$ cat src/rtl/fht_addr_gen_p_if.sv
// Bundle between the FHT stage sequencer and its neighbours.
// start        : start pulse from the FHT top level (sampled only while idle)
// rdy          : sequencer idle/done
// addr_rd      : LANES packed read indices, lane k at [k*N_LOG2 +: N_LOG2]
// rd_en        : addr_rd valid
// addr_wr      : LANES packed write indices, same packing
// we           : addr_wr valid
// addr_coef    : twiddle index per butterfly m at [m*(N_LOG2-1) +: N_LOG2-1]
// stage        : current stage
// buf_rd       : ping-pong buffer being read (writes target the other one)
// The master modport is the sequencer side; the slave modport is the consumer side.
interface fht_addr_gen_p_if #(
    parameter int unsigned N_LOG2 = 10,
    parameter int unsigned LANES  = 4
);
    localparam int unsigned SW = $clog2(N_LOG2);

    logic                               start;
    logic                               rdy;
    logic [LANES*N_LOG2-1:0]            addr_rd;
    logic                               rd_en;
    logic [LANES*N_LOG2-1:0]            addr_wr;
    logic                               we;
    logic [(LANES/2)*(N_LOG2-1)-1:0]    addr_coef;
    logic [SW-1:0]                      stage;
    logic                               buf_rd;

    modport master (
        input  start,
        output rdy, addr_rd, rd_en, addr_wr, we, addr_coef, stage, buf_rd
    );

    modport slave (
        output start,
        input  rdy, addr_rd, rd_en, addr_wr, we, addr_coef, stage, buf_rd
    );
endinterface

$ cat src/rtl/fht_addr_gen_p.sv
// FHT stage sequencer: walks all N_LOG2 stages of an in-place radix-2 Hartley
// transform, issuing LANES read indices per cycle, twiddle indices aligned with
// the reads, ping-pong buffer select, and write indices delayed by LAT cycles.
// Ports:
//   iCLK    : clock, rising edge
//   iRESET  : synchronous active-low reset
//   bus     : fht_addr_gen_p_if master modport (start/rdy handshake and all
//             address, enable, stage and buffer outputs)
// Optional build macro FHT_BITREV_EN: stage-0 read indices are bit-reversed so
// natural-order input can be consumed directly; write indices stay natural.
module fht_addr_gen_p #(
    parameter int unsigned N_LOG2 = 10,
    parameter int unsigned LANES  = 4,
    parameter int unsigned LAT    = 4
) (
    input  logic              iCLK,
    input  logic              iRESET,
    fht_addr_gen_p_if.master  bus
);
    localparam int unsigned N          = 1 << N_LOG2;
    localparam int unsigned HALF_LANES = LANES / 2;
    localparam int unsigned JW         = N_LOG2 - 1;
    localparam int unsigned AW         = LANES * N_LOG2;
    localparam int unsigned CW         = HALF_LANES * JW;
    localparam int unsigned SW         = $clog2(N_LOG2);
    localparam int unsigned T_LAST     = N / LANES - 1;
    localparam int unsigned TW         = (T_LAST > 0) ? $clog2(T_LAST + 1) : 1;
    localparam int unsigned DW         = (LAT > 1) ? $clog2(LAT) : 1;

    typedef enum logic [1:0] {StIdle, StRead, StDrain} state_e;

    state_e          st_q, st_d;
    logic [SW-1:0]   s_q, s_d;
    logic [TW-1:0]   t_q, t_d;
    logic [DW-1:0]   dcnt_q, dcnt_d;

    logic            rdy_q, rd_en_q, buf_q;
    logic [SW-1:0]   stage_q;
    logic [AW-1:0]   rd_nat_q, rd_nat_d;
    logic [CW-1:0]   coef_q, coef_d;

    logic [AW-1:0]   wr_addr_q [LAT];
    logic [LAT-1:0]  wr_v_q;

    // Butterfly number j = t*(LANES/2) + m.
    function automatic logic [JW-1:0] bfly_num(input logic [TW-1:0] t, input int unsigned m);
        return JW'(t) * JW'(HALF_LANES) + JW'(m);
    endfunction

    // Lower input of butterfly j in stage s: j with a zero inserted at bit s.
    function automatic logic [N_LOG2-1:0] lo_idx(input logic [JW-1:0] j, input logic [SW-1:0] s);
        logic [N_LOG2-1:0] jw;
        logic [N_LOG2-1:0] mask;
        jw   = {1'b0, j};
        mask = (N_LOG2'(1) << s) - N_LOG2'(1);
        return ((jw & ~mask) << 1) | (jw & mask);
    endfunction

    // Twiddle index (j mod half) scaled to the N/2-entry table; in the last
    // stage 1<<s wraps to zero in JW bits so the mask becomes all ones.
    function automatic logic [JW-1:0] coef_idx(input logic [JW-1:0] j, input logic [SW-1:0] s);
        logic [JW-1:0] mask;
        mask = (JW'(1) << s) - JW'(1);
        return (j & mask) << (SW'(JW) - s);
    endfunction

    // Sequencer next state
    always_comb begin
        st_d   = st_q;
        s_d    = s_q;
        t_d    = t_q;
        dcnt_d = dcnt_q;
        unique case (st_q)
            StIdle: begin
                if (bus.start) begin
                    st_d = StRead;
                    s_d  = '0;
                    t_d  = '0;
                end
            end
            StRead: begin
                if (t_q == TW'(T_LAST)) begin
                    st_d   = StDrain;
                    dcnt_d = '0;
                end else begin
                    t_d = t_q + TW'(1);
                end
            end
            StDrain: begin
                if (dcnt_q == DW'(LAT - 1)) begin
                    if (s_q == SW'(N_LOG2 - 1)) begin
                        st_d = StIdle;
                    end else begin
                        st_d = StRead;
                        s_d  = s_q + SW'(1);
                        t_d  = '0;
                    end
                end else begin
                    dcnt_d = dcnt_q + DW'(1);
                end
            end
            default: st_d = StIdle;
        endcase
    end

    // Addresses are computed from the next state so the registered outputs
    // line up with the cycle the FSM is in.
    always_comb begin
        rd_nat_d = '0;
        coef_d   = '0;
        for (int unsigned m = 0; m < HALF_LANES; m++) begin
            rd_nat_d[(2*m)*N_LOG2 +: N_LOG2]   = lo_idx(bfly_num(t_d, m), s_d);
            rd_nat_d[(2*m+1)*N_LOG2 +: N_LOG2] = lo_idx(bfly_num(t_d, m), s_d)
                                                 | (N_LOG2'(1) << s_d);
            coef_d[m*JW +: JW]                 = coef_idx(bfly_num(t_d, m), s_d);
        end
    end

    always_ff @(posedge iCLK) begin
        if (!iRESET) begin
            st_q     <= StIdle;
            s_q      <= '0;
            t_q      <= '0;
            dcnt_q   <= '0;
            rdy_q    <= 1'b1;
            rd_en_q  <= 1'b0;
            rd_nat_q <= '0;
            coef_q   <= '0;
            stage_q  <= '0;
            buf_q    <= 1'b0;
        end else begin
            st_q     <= st_d;
            s_q      <= s_d;
            t_q      <= t_d;
            dcnt_q   <= dcnt_d;
            rdy_q    <= (st_d == StIdle);
            rd_en_q  <= (st_d == StRead);
            rd_nat_q <= (st_d == StRead) ? rd_nat_d : '0;
            coef_q   <= (st_d == StRead) ? coef_d : '0;
            stage_q  <= s_d;
            buf_q    <= s_d[0];
        end
    end

    // Write delay line carries natural-order indices
    always_ff @(posedge iCLK) begin
        if (!iRESET) begin
            for (int unsigned i = 0; i < LAT; i++) begin
                wr_addr_q[i] <= '0;
                wr_v_q[i]    <= 1'b0;
            end
        end else begin
            wr_addr_q[0] <= rd_nat_q;
            wr_v_q[0]    <= rd_en_q;
            for (int unsigned i = 1; i < LAT; i++) begin
                wr_addr_q[i] <= wr_addr_q[i-1];
                wr_v_q[i]    <= wr_v_q[i-1];
            end
        end
    end

`ifdef FHT_BITREV_EN
    logic [AW-1:0] rd_out_d, rd_out_q;

    function automatic logic [N_LOG2-1:0] bit_rev(input logic [N_LOG2-1:0] x);
        logic [N_LOG2-1:0] r;
        for (int unsigned i = 0; i < N_LOG2; i++) begin
            r[i] = x[N_LOG2-1-i];
        end
        return r;
    endfunction

    always_comb begin
        rd_out_d = rd_nat_d;
        if (s_d == '0) begin
            for (int unsigned k = 0; k < LANES; k++) begin
                rd_out_d[k*N_LOG2 +: N_LOG2] = bit_rev(rd_nat_d[k*N_LOG2 +: N_LOG2]);
            end
        end
    end

    always_ff @(posedge iCLK) begin
        if (!iRESET) begin
            rd_out_q <= '0;
        end else begin
            rd_out_q <= (st_d == StRead) ? rd_out_d : '0;
        end
    end

    assign bus.addr_rd = rd_out_q;
`else
    assign bus.addr_rd = rd_nat_q;
`endif

    assign bus.rdy       = rdy_q;
    assign bus.rd_en     = rd_en_q;
    assign bus.addr_wr   = wr_addr_q[LAT-1];
    assign bus.we        = wr_v_q[LAT-1];
    assign bus.addr_coef = coef_q;
    assign bus.stage     = stage_q;
    assign bus.buf_rd    = buf_q;

endmodule

$ cat src/flat_wrapper.sv
// flat-port wrapper written by rule: the top's interface ports become plain ports
module fht_addr_gen_p_flat 
#(
    parameter int unsigned N_LOG2 = 10,
    parameter int unsigned LANES  = 4,
    parameter int unsigned LAT    = 4
)
  (iCLK, iRESET, bus_start, bus_rdy, bus_addr_rd, bus_rd_en, bus_addr_wr, bus_we, bus_addr_coef, bus_stage, bus_buf_rd);
  fht_addr_gen_p_if #(.N_LOG2(N_LOG2), .LANES(LANES)) bus_i ();
  input  logic iCLK;
  input  logic iRESET;
  input wire logic [$bits(bus_i.start)-1:0] bus_start;
  output wire logic [$bits(bus_i.rdy)-1:0] bus_rdy;
  output wire logic [$bits(bus_i.addr_rd)-1:0] bus_addr_rd;
  output wire logic [$bits(bus_i.rd_en)-1:0] bus_rd_en;
  output wire logic [$bits(bus_i.addr_wr)-1:0] bus_addr_wr;
  output wire logic [$bits(bus_i.we)-1:0] bus_we;
  output wire logic [$bits(bus_i.addr_coef)-1:0] bus_addr_coef;
  output wire logic [$bits(bus_i.stage)-1:0] bus_stage;
  output wire logic [$bits(bus_i.buf_rd)-1:0] bus_buf_rd;
  assign bus_i.start = bus_start;
  assign bus_rdy = bus_i.rdy;
  assign bus_addr_rd = bus_i.addr_rd;
  assign bus_rd_en = bus_i.rd_en;
  assign bus_addr_wr = bus_i.addr_wr;
  assign bus_we = bus_i.we;
  assign bus_addr_coef = bus_i.addr_coef;
  assign bus_stage = bus_i.stage;
  assign bus_buf_rd = bus_i.buf_rd;
  fht_addr_gen_p #(.N_LOG2(N_LOG2), .LANES(LANES), .LAT(LAT)) u_core (.iCLK(iCLK), .iRESET(iRESET), .bus(bus_i));
endmodule
$ cat config.mk
export PLATFORM = sky130hd
export DESIGN_NAME = fht_addr_gen_p_flat
export DESIGN_NICKNAME = d
export VERILOG_FILES = /design/src/rtl/fht_addr_gen_p_if.sv /design/src/rtl/fht_addr_gen_p.sv /design/src/flat_wrapper.sv
export SDC_FILE = /design/constraint.sdc
export NUM_CORES = 1
export LEC_CHECK = 0
export ABC_AREA = 1
export CORE_ASPECT_RATIO = 1.5
export CORE_MARGIN = 3
export CORE_UTILIZATION = 56
export DETAILED_ROUTE_END_ITERATION = 8
export PLACE_DENSITY_LB_ADDON = 0.12
export SYNTH_ARGS = -nofsm -noshare
export SYNTH_HDL_FRONTEND = slang
export SYNTH_SLANG_ARGS = --single-unit
$ cat constraint.sdc
create_clock -name iCLK -period 6.2 [get_ports iCLK]
set_clock_uncertainty 0.1 [all_clocks]
set_input_delay 1.24 -clock iCLK [delete_from_list [all_inputs] [get_ports iCLK]]
set_output_delay 1.24 -clock iCLK [all_outputs]
set_load 0.01 [all_outputs]
==> flow_summary.toml, run 1 <==
[floorplanning]
die_h_um = 132
dieArea_um2 = 11900
start_util_pct = 58.1
core_area_um2 = 10200
io_pins = 109
rows = 45
fp.dieW_um = 89.9

[cts]
clk_pin_slew_ns = 0.06
cts.sinks = 154
clockBufferDepth = 2
htreeDepth = 4
clk_root_buffer_cell = "clkbuf_16"
clock_latency_ns = 0.41
cts_tree = "built"
cts_buffers = 17
cts_resized = 0
post_cts_buffers = 0
holdBufCountCts = 0

[finish]
layout-drive-gt1-share_pct = 9.30
antenna_cells = 0
fin_cells = 980
area_delta_synth_final_pct = 24.5
fin_nets = 839
nFillCells = 772

[worst_setup_path]
crit_path_end_kind = "flip-flop"
crit_cells = 21
critPathLaunch = "bus_start"
critPathBufInv = 8
cp-endpoint = "u_core.bus.addr_rd[32]"
r2r_end = "u_core.bus.addr_rd[32]"
r2r_start = "u_core.st_q[0]"
cpMostUsedCell = "nand2_1"
cp_slowest_cell = "clkdlybuf4s50_1"
path_class = "in2reg"
r2r_cells = 19
crit_required_ns = 6.40
critical-path-top-delay-family = "buffers and inverters"
crit_path_start_kind = "input pin"
critPathMaxStageDelay_ns = 0.47
crit_chain = "clkdlybuf4s50_1 -> inv_1 -> nand2_1 -> nand2_1 -> nand2_1 -> nand2_1 -> inv_2 -> nand2_4 -> nor2_2 -> inv_1 -> nor2_1 -> inv_1 -> ha_1 -> inv_1 -> o21ai_1 -> nand2_1 -> inv_2 -> nand2_1 -> a21oi_1 -> a21oi_1 -> inv_1"
crit_fanout = 14
r2r_setup_slack_ns = 2.85
worst_ep_arrival_time_ns = 3.99

[pwr]
p_leak_uw = 0.00380
peakVddDrop_mv = 0.295
powerDensity_nw_per_um2 = 282

[yosys]
synth_compound_area_share_pct = 4.31
synth_mux_area_share_pct = 0
synth_largest_area_cell = "dfxtp_1"
synth_xor_area_share_pct = 0.296
synth-seq-cells = 154
syn_inst = 754
synth_warnings = 0
synth.distinct_cells = 41
synth_top_family_by_area = "simple AND/OR/NAND/NOR gates"
synth_common_cells = "214 x nand2_1, 154 x dfxtp_1, 147 x inv_1"
ys_seq_area_share_pct = 52.1
synthAdderAreaFrac_pct = 2.11
syn_avg_cell_area_um2 = 7.85
synthSimpleGateAreaFrac_pct = 24.8
synth_top_area_share_pct = 52.1
synth.most_common_cell = "nand2_1"
async_reset_ff_share_pct = 0
synthFlopType = "dfxtp_1"
synth_edf_count = 0
synth_area_leaders = "dfxtp_1 52%, nand2_1 14%, inv_1 9.3%, buf_4 4.7%, nand3_1 2.9%"
synthesis.area_um2 = 5920

[drt]
post_drt_wl_per_cell_um = 13.2
viasPerCell = 4.72
totalWireLength_mm = 13.0
num_vias = 4626
ant_nets = 0
firstDrtPassIters = 5
drc = 0
drt_iter0_drc = 184

[sta]
min_period_ns = 3.79
grt_setup_unrepaired = "false"
slew_viol_final = 0
setup_slack_ns = 2.41
period_share_pct = 61.1
slew_headroom_pct = 41.8
setup_viol = 0
fmax_mhz = 264
finalHoldViolCount = 0
fin_tns_setup_ns = 0
worst_pin_slew_ns = 0.873
holdWs_ns = 0.307

[grt]
grtUsageMet2_pct = 42.8
gr-max-usage-layer = "met2"
overflow = 0
grt_usage_pct = 22.5
grt_pass1_wl_mm = 21.3
grt_pass1_vias = 4591
grtUsageMet3_pct = 5.48
antenna_found_initial = 0
grt_max_degree = 100
gr-usage-met1_pct = 22.4

[placement]
dp_cells = 948
dpl.hpwl_mm = 9.36
io_buffers = 105
gp_congestion = 0.856
pre_cts_slack_ns = 2.05

[job]
cap_violations = 0

[min_path]
hold_path.class = "reg2reg"

[outcome]
status = "finished clean"
## cells in the final DEF, fill, tap and decap left out, types with 2 or more instances in the layout
master	synthesis	routed
inv_6	0	4
ha_1	10	10
nand2_4	2	2
clkbuf_16	0	17
nand3_1	34	34
clkinvlp_4	0	4
nand2_2	11	11
nor2_2	3	3
dfxtp_1	154	154
nand4_1	9	9
nor2_4	7	7
a21oi_1	15	15
a21oi_2	3	3
o211ai_1	2	2
clkdlybuf4s50_1	0	104
conb_1	1	3
nor2_1	45	45
inv_1	147	147
nand2_1	214	214
nand3_2	3	3
inv_8	0	3
inv_2	10	10
o21ai_0	9	9
o21ai_1	4	4
## power breakdown
part	internal, uW	switching (uW)
registers	1000	5.84
logic	24.1	47.2
clock network	569	430
total	1590	483
## cells by family after synthesis
logic type	count (synthesis)
simple gates	334
buf+inv	212
flops	154
compound gates	41
fa+ha+maj	10
xor+xnor	2
other cells	1
## through the flow
stage                     power [uW]  utilization, %  area [um^2]
after detailed placement        1100            66.6         6780
after global placement          1100            66.6         6780
after floorplan                 1080               -         5920
final                           2080            72.3         7370
after global routing            2150            72.3         7370
after CTS                       2100            72.3         7370
## per-layer routing
layer  up-vias  wire, um
met3        32       523
met4         0       430
met2       135      7240
met1      2129      4770
met5         -         0
li1       2330         -
## how the worst min path moves through the flow
| stage | end | slack, ns | from | depth (start not counted) |
|---|---|---|---|---|
| 3_5_place_dp | u_core.wr_addr_q[2][37] | 0.30 | u_core.wr_addr_q[1][37] | 2 |
| 5_1_grt | u_core.wr_addr_q[2][26] | 0.31 | u_core.wr_addr_q[1][26] | 2 |
| 4_1_cts | u_core.wr_addr_q[1][24] | 0.31 | u_core.wr_addr_q[0][24] | 2 |
| 3_3_place_gp | u_core.wr_addr_q[2][22] | 0.29 | u_core.wr_addr_q[1][22] | 2 |
| 2_1_floorplan | u_core.wr_addr_q[1][10] | 0.29 | u_core.wr_addr_q[0][10] | 2 |
| 6_report | u_core.wr_addr_q[1][24] | 0.31 | u_core.wr_addr_q[0][24] | 2 |
## sequential cells by signal (all words and copies together), names as in the netlist
signal and cells:
u_core.bus.addr_coef 17, u_core.bus.addr_rd 23, u_core.bus.rd_en 1, u_core.bus.rdy 1, u_core.bus.stage 4, u_core.dcnt_q 2
u_core.st_q 2, u_core.t_q 8, u_core.wr_addr_q 92, u_core.wr_v_q 4
## area by class of cell
type | count | area (um^2) | share of cell area (%)
multi-input cells | 390 | 1880 | 25.5
repair buffers | 105 | 1050 | 14.2
clock buffers | 18 | 429 | 5.83
inverters | 158 | 596 | 8.09
flip-flops and latches | 154 | 3080 | 41.9
well taps | 141 | 176 | 2.40
clock inverters | 14 | 154 | 2.09
## worst min-delay path, delay by kind of cell (launching register included)
family        cells  cell delay [ns]
flops             1             0.30
simple gates      1             0.04
buf+inv           1             0.04
No activity file was read; power rests on OpenSTA's default activity.
==> run 2, diff against run 1 <==
Settings changed: CORE_UTILIZATION 56 to 52.
Clock period 6.2 ns to 3.95 ns, I/O delays scaled along.
==> run 2 against run 1 <==
First-iteration DRC count fell by 15%. Clock power rose by 65%. Die area rose by 7.3%. Combinational power rose by 57%. Sequential share of layout area fell by 0.39 points. Wire length fell by 2.9%. Register-to-register slack got worse by 2.1 ns. Critical path depth fell by 1. Utilization fell by 5.0 points. Clock-buffer cell count did not move. Non-clock buffer count rose by 5. Critical path type unchanged. Critical endpoint is now u_core.bus.addr_coef[16].
==> flow_summary.toml, run 2 (same netlist as run 1, synthesis figures left out) <==
[grt]
grtUsageMet3_pct = 5.50
gr-usage-met1_pct = 20.9
grt_max_degree = 77
antenna_found_initial = 0
grt_pass1_vias = 4463
grt_pass1_wl_mm = 20.5
overflow = 0
gr-max-usage-layer = "met2"
grt_usage_pct = 20.5
grtUsageMet2_pct = 38.9

[worst_setup_path]
critPathMaxStageDelay_ns = 0.48
r2r_end = "u_core.bus.addr_coef[14]"
path_class = "in2reg"
critPathLaunch = "bus_start"
critical-path-top-delay-family = "simple AND/OR/NAND/NOR gates"
critPathBufInv = 4
crit_required_ns = 4.21
crit_path_start_kind = "input pin"
worst_ep_arrival_time_ns = 3.47
cpMostUsedCell = "nand2_1"
r2r_setup_slack_ns = 0.76
crit_chain = "clkdlybuf4s50_1 -> nand2_1 -> nand2_2 -> nand3_1 -> nand2_1 -> nand2_2 -> nor2_2 -> inv_1 -> nor2_1 -> inv_1 -> ha_1 -> inv_1 -> a21oi_2 -> nand2_1 -> nand3_1 -> nand2_1 -> nand3_1 -> nand2_1 -> nand2_1 -> nand2_1"
r2r_cells = 20
r2r_start = "u_core.st_q[0]"
cp-endpoint = "u_core.bus.addr_coef[16]"
cp_slowest_cell = "clkdlybuf4s50_1"
crit_fanout = 8
crit_path_end_kind = "flip-flop"
crit_cells = 20

[floorplanning]
die_h_um = 137
core_area_um2 = 11100
io_pins = 109
rows = 47
start_util_pct = 53.5
fp.dieW_um = 93.1
dieArea_um2 = 12700

[drt]
drc = 0
post_drt_wl_per_cell_um = 12.7
firstDrtPassIters = 4
ant_nets = 0
num_vias = 4530
totalWireLength_mm = 12.6
drt_iter0_drc = 157
viasPerCell = 4.57

[pwr]
peakVddDrop_mv = 0.269
powerDensity_nw_per_um2 = 449
p_leak_uw = 0.00384

[sta]
slew_viol_final = 0
worst_pin_slew_ns = 0.676
min_period_ns = 3.20
fmax_mhz = 312
grt_setup_unrepaired = "false"
setup_slack_ns = 0.748
finalHoldViolCount = 0
slew_headroom_pct = 54.9
fin_tns_setup_ns = 0
period_share_pct = 81.1
setup_viol = 0

[job]
cap_violations = 0

[finish]
antenna_cells = 0
nFillCells = 965
layout-drive-gt1-share_pct = 9.83
largest_reg_flops = 92
final_common_cell = "nand2_1"
fin_cells = 991
fin_nets = 844
seq_area_um2 = 3080
most-common-layout-cells = "214 x nand2_1, 154 x dfxtp_1, 147 x inv_1, 104 x clkdlybuf4s50_1, 45 x nor2_1"
largest_register = "u_core.wr_addr_q"
area_delta_synth_final_pct = 25.7
multi_input_area_um2 = 1880

[cts]
clk_pin_slew_ns = 0.07
post_cts_buffers = 0
holdBufCountCts = 0
clockBufferDepth = 2
cts.sinks = 154
htreeDepth = 4
cts_resized = 0
clock_latency_ns = 0.41
clk_root_buffer_cell = "clkbuf_16"
cts_buffers = 17
cts_tree = "built"

[placement]
gp_congestion = 0.926
dpl.hpwl_mm = 9.32
pre_cts_slack_ns = 0.392
io_buffers = 105
dp_cells = 959

[min_path]
hold_path.class = "reg2reg"

[outcome]
status = "finished clean"
-- run 2: changes by cell type in the layout (fill, tap and decap cells not counted) --
cell / before / now
clkinvlp_4: 4 / 2
inv_6: 4 / 6
bufinv_16: 1 / 2
clkinv_4: 1 / 0
buf_4: 1 / 6
-- run 2: worst min-delay path by stage --
stage,cells past startpoint,slack (ns),startpoint,to
final,2,0.30,u_core.wr_addr_q[1][32],u_core.wr_addr_q[2][32]
after global routing,2,0.32,u_core.wr_addr_q[0][36],u_core.wr_addr_q[1][36]
after CTS,2,0.31,u_core.wr_addr_q[0][36],u_core.wr_addr_q[1][36]
after detailed placement,2,0.30,u_core.wr_addr_q[1][21],u_core.wr_addr_q[2][21]
after global placement,2,0.29,u_core.wr_addr_q[2][10],u_core.wr_addr_q[3][10]
after floorplan,2,0.29,u_core.wr_addr_q[0][10],u_core.wr_addr_q[1][10]
-- run 2: layout make-up --
cell class / count / share of cell area, %
multi-input combinational: 390 / 25.3
inverter: 158 / 8.01
clock buffer: 18 / 5.77
timing repair buffer: 110 / 14.6
sequential: 154 / 41.5
tap: 147 / 2.47
clock inverter: 14 / 2.39
-- run 2: stage by stage --
| step | total power, uW | hold slack, ns | instance area [um^2] | utilization, % |
|---|---|---|---|---|
| 2_1_floorplan | 1690 | 0.290 | 5920 | - |
| 3_3_place_gp | 1730 | 0.291 | 6830 | 61.8 |
| 3_5_place_dp | 1730 | 0.297 | 6830 | 61.8 |
| 4_1_cts | 3370 | 0.311 | 7430 | 67.2 |
| 5_1_grt | 3450 | 0.320 | 7430 | 67.2 |
| 6_report | 3340 | 0.303 | 7430 | 67.2 |
-- run 2: per-layer routing --
layer	share of wire (%)	up-vias	wire [um]
met4	2.0	0	248
met1	39	2058	4850
met5	0	-	0
met3	4.7	16	591
met2	55	108	6890
li1	-	2348	-
-- run 2: tightest hold or removal path, delay by kind of cell (launching register included) --
family | cells | cell delay (ns)
flip-flops | 1 | 0.30
buffers and inverters | 1 | 0.04
AND/OR/NAND/NOR | 1 | 0.05
-- run 2: power by group --
group	internal [uW]	total, uW	switching (uW)	leakage (uW)
Clock	961	1650	686	0.000291
Sequential	1570	1580	9.60	0.00124
Combinational	38.5	112	73.5	0.00231
==> run 3, diff against run 2 <==
Clock period 3.95 ns to 3.01 ns, I/O delays scaled along.
==> run 3 against run 2 <==
Utilization rose by 1.3 points. First-iteration DRC count is 16% lower. Worst setup slack got worse by 0.50 ns. Largest cell class unchanged. Hold slack better by 0.0041 ns. Highest routed layer unchanged. Power rose by 29%. Sequential power rose by 32%.
==> flow_summary.toml, run 3 (same netlist as run 1, synthesis figures left out) <==
[min_path]
worstHoldStart = "u_core.wr_addr_q[1][27]"
hold_path.class = "reg2reg"
hold_end = "u_core.wr_addr_q[2][27]"
hold_depth = 2

[grt]
grt_usage_pct = 21.7
grt_pass1_wl_mm = 21.4
antenna_found_initial = 0
gr-usage-met1_pct = 22.2
grt_max_degree = 91
overflow = 0
grtUsageMet3_pct = 5.45
grtUsageMet2_pct = 41.8
grt_pass1_vias = 4550
gr-max-usage-layer = "met2"

[floorplanning]
fp.dieW_um = 93.1
core_area_um2 = 11100
die_h_um = 137
dieArea_um2 = 12700
rows = 47
io_pins = 109
start_util_pct = 53.5

[drt]
drc = 0
firstDrtPassIters = 5
ant_nets = 0
num_vias = 4656
drt_iter0_drc = 132
totalWireLength_mm = 13.1
viasPerCell = 4.61
post_drt_wl_per_cell_um = 12.9

[worst_setup_path]
path_class = "reg2reg"
crit_path_start_kind = "flip-flop"
critical-path-top-delay-family = "simple AND/OR/NAND/NOR gates"
crit_fanout = 8
crit_chain = "inv_1 -> ha_2 -> nand4_1 -> nand2_1 -> nand2_1 -> nand2_4 -> buf_4 -> nor2_2 -> nand2_1 -> ha_1 -> inv_1 -> a21oi_2 -> nand2_1 -> and2_1 -> or2_1 -> nor2_1"
r2r_cells = 16
cpMostUsedCell = "nand2_1"
worst_ep_arrival_time_ns = 3.00
crit_path_end_kind = "flip-flop"
critPathBufInv = 3
r2r_setup_slack_ns = 0.25
crit_required_ns = 3.25
critPathMaxStageDelay_ns = 0.33
cp_slowest_cell = "dfxtp_1"
r2r_start = "u_core.st_q[0]"
r2r_end = "u_core.bus.addr_rd[29]"

[placement]
dpl.hpwl_mm = 9.88
io_buffers = 105
gp_congestion = 0.903
dp_cells = 979

[sta]
min_period_ns = 2.76
setup_viol = 0
period_share_pct = 91.7
slew_viol_final = 0
slew_headroom_pct = 45.9
holdWs_ns = 0.307
fmax_mhz = 362
finalHoldViolCount = 0
worst_pin_slew_ns = 0.812

[cts]
clk_root_buffer_cell = "clkbuf_16"
cts_tree = "built"
cts_resized = 0
holdBufCountCts = 0
cts.sinks = 154
post_cts_buffers = 0
clk_pin_slew_ns = 0.06
htreeDepth = 4
clock_latency_ns = 0.41
cts_buffers = 17
clockBufferDepth = 2

[finish]
layout-drive-gt1-share_pct = 12.0
area_delta_synth_final_pct = 28.0
fin_cells = 1011
nFillCells = 951
most-common-layout-cells = "214 x nand2_1, 154 x dfxtp_1, 147 x inv_1, 104 x clkdlybuf4s50_1, 45 x nor2_1"
antenna_cells = 0
seq_area_um2 = 3080
fin_nets = 864
final_common_cell = "nand2_1"
largest_register = "u_core.wr_addr_q"
multi_input_area_um2 = 1880
largest_reg_flops = 92

[pwr]
p_leak_uw = 0.00392
total_power_uw = 4290
peakVddDrop_mv = 0.361
powerDensity_nw_per_um2 = 567

[outcome]
status = "finished clean"

[job]
cap_violations = 0
## run 3: how the worst max path moves through the flow
stage | start | to | slack, ns | cells after the start
global placement | bus_start | u_core.bus.addr_rd[29] | -0.02 | 18
finish | u_core.st_q[0] | u_core.bus.addr_rd[29] | 0.25 | 16
CTS | u_core.st_q[0] | u_core.bus.addr_rd[29] | 0.13 | 16
floorplan | u_core.st_q[0] | u_core.bus.addr_coef[15] | 0.43 | 19
global route | u_core.st_q[0] | u_core.bus.addr_coef[16] | -0.003 | 19
detailed placement | bus_start | u_core.bus.addr_coef[7] | -0.03 | 23
## run 3: area by class of cell
class	count	share of cell area, %
clock inverter	14	2.03
tap	147	2.43
sequential	154	40.7
timing repair buffer	130	16.5
clock buffer	18	5.66
multi-input combinational	390	24.8
inverter	158	7.86
## run 3: per-layer routing
metal  up-vias  wire, um
li1       2391         -
met4         0       233
met2       136      7310
met5         -         0
met3        19       558
met1      2110      4970
## run 3: worst min-delay path, stage by stage (launching register included)
cell and delay (ns):
dfxtp_1 0.30, nand2_1 0.04, inv_1 0.04
## run 3: stage by stage
step | area, um^2 | util, % | setup slack [ns] | TNS (ns)
floorplan | 5920 | - | 0.426 | 0
global placement | 6990 | 63.2 | -0.0195 | -0.0425
detailed placement | 6990 | 63.2 | -0.0277 | -0.125
CTS | 7570 | 68.5 | 0.134 | 0
global route | 7580 | 68.5 | -0.00309 | -0.00309
finish | 7580 | 68.5 | 0.250 | 0
## run 3: power by group
group          switching (uW)  internal [uW]  total (uW)  leakage, uW
clock network             894           1170        2070     0.000273
registers                12.5           2060        2080      0.00124
logic                    97.5           53.8         151      0.00240
total                    1000           3290        4290      0.00392
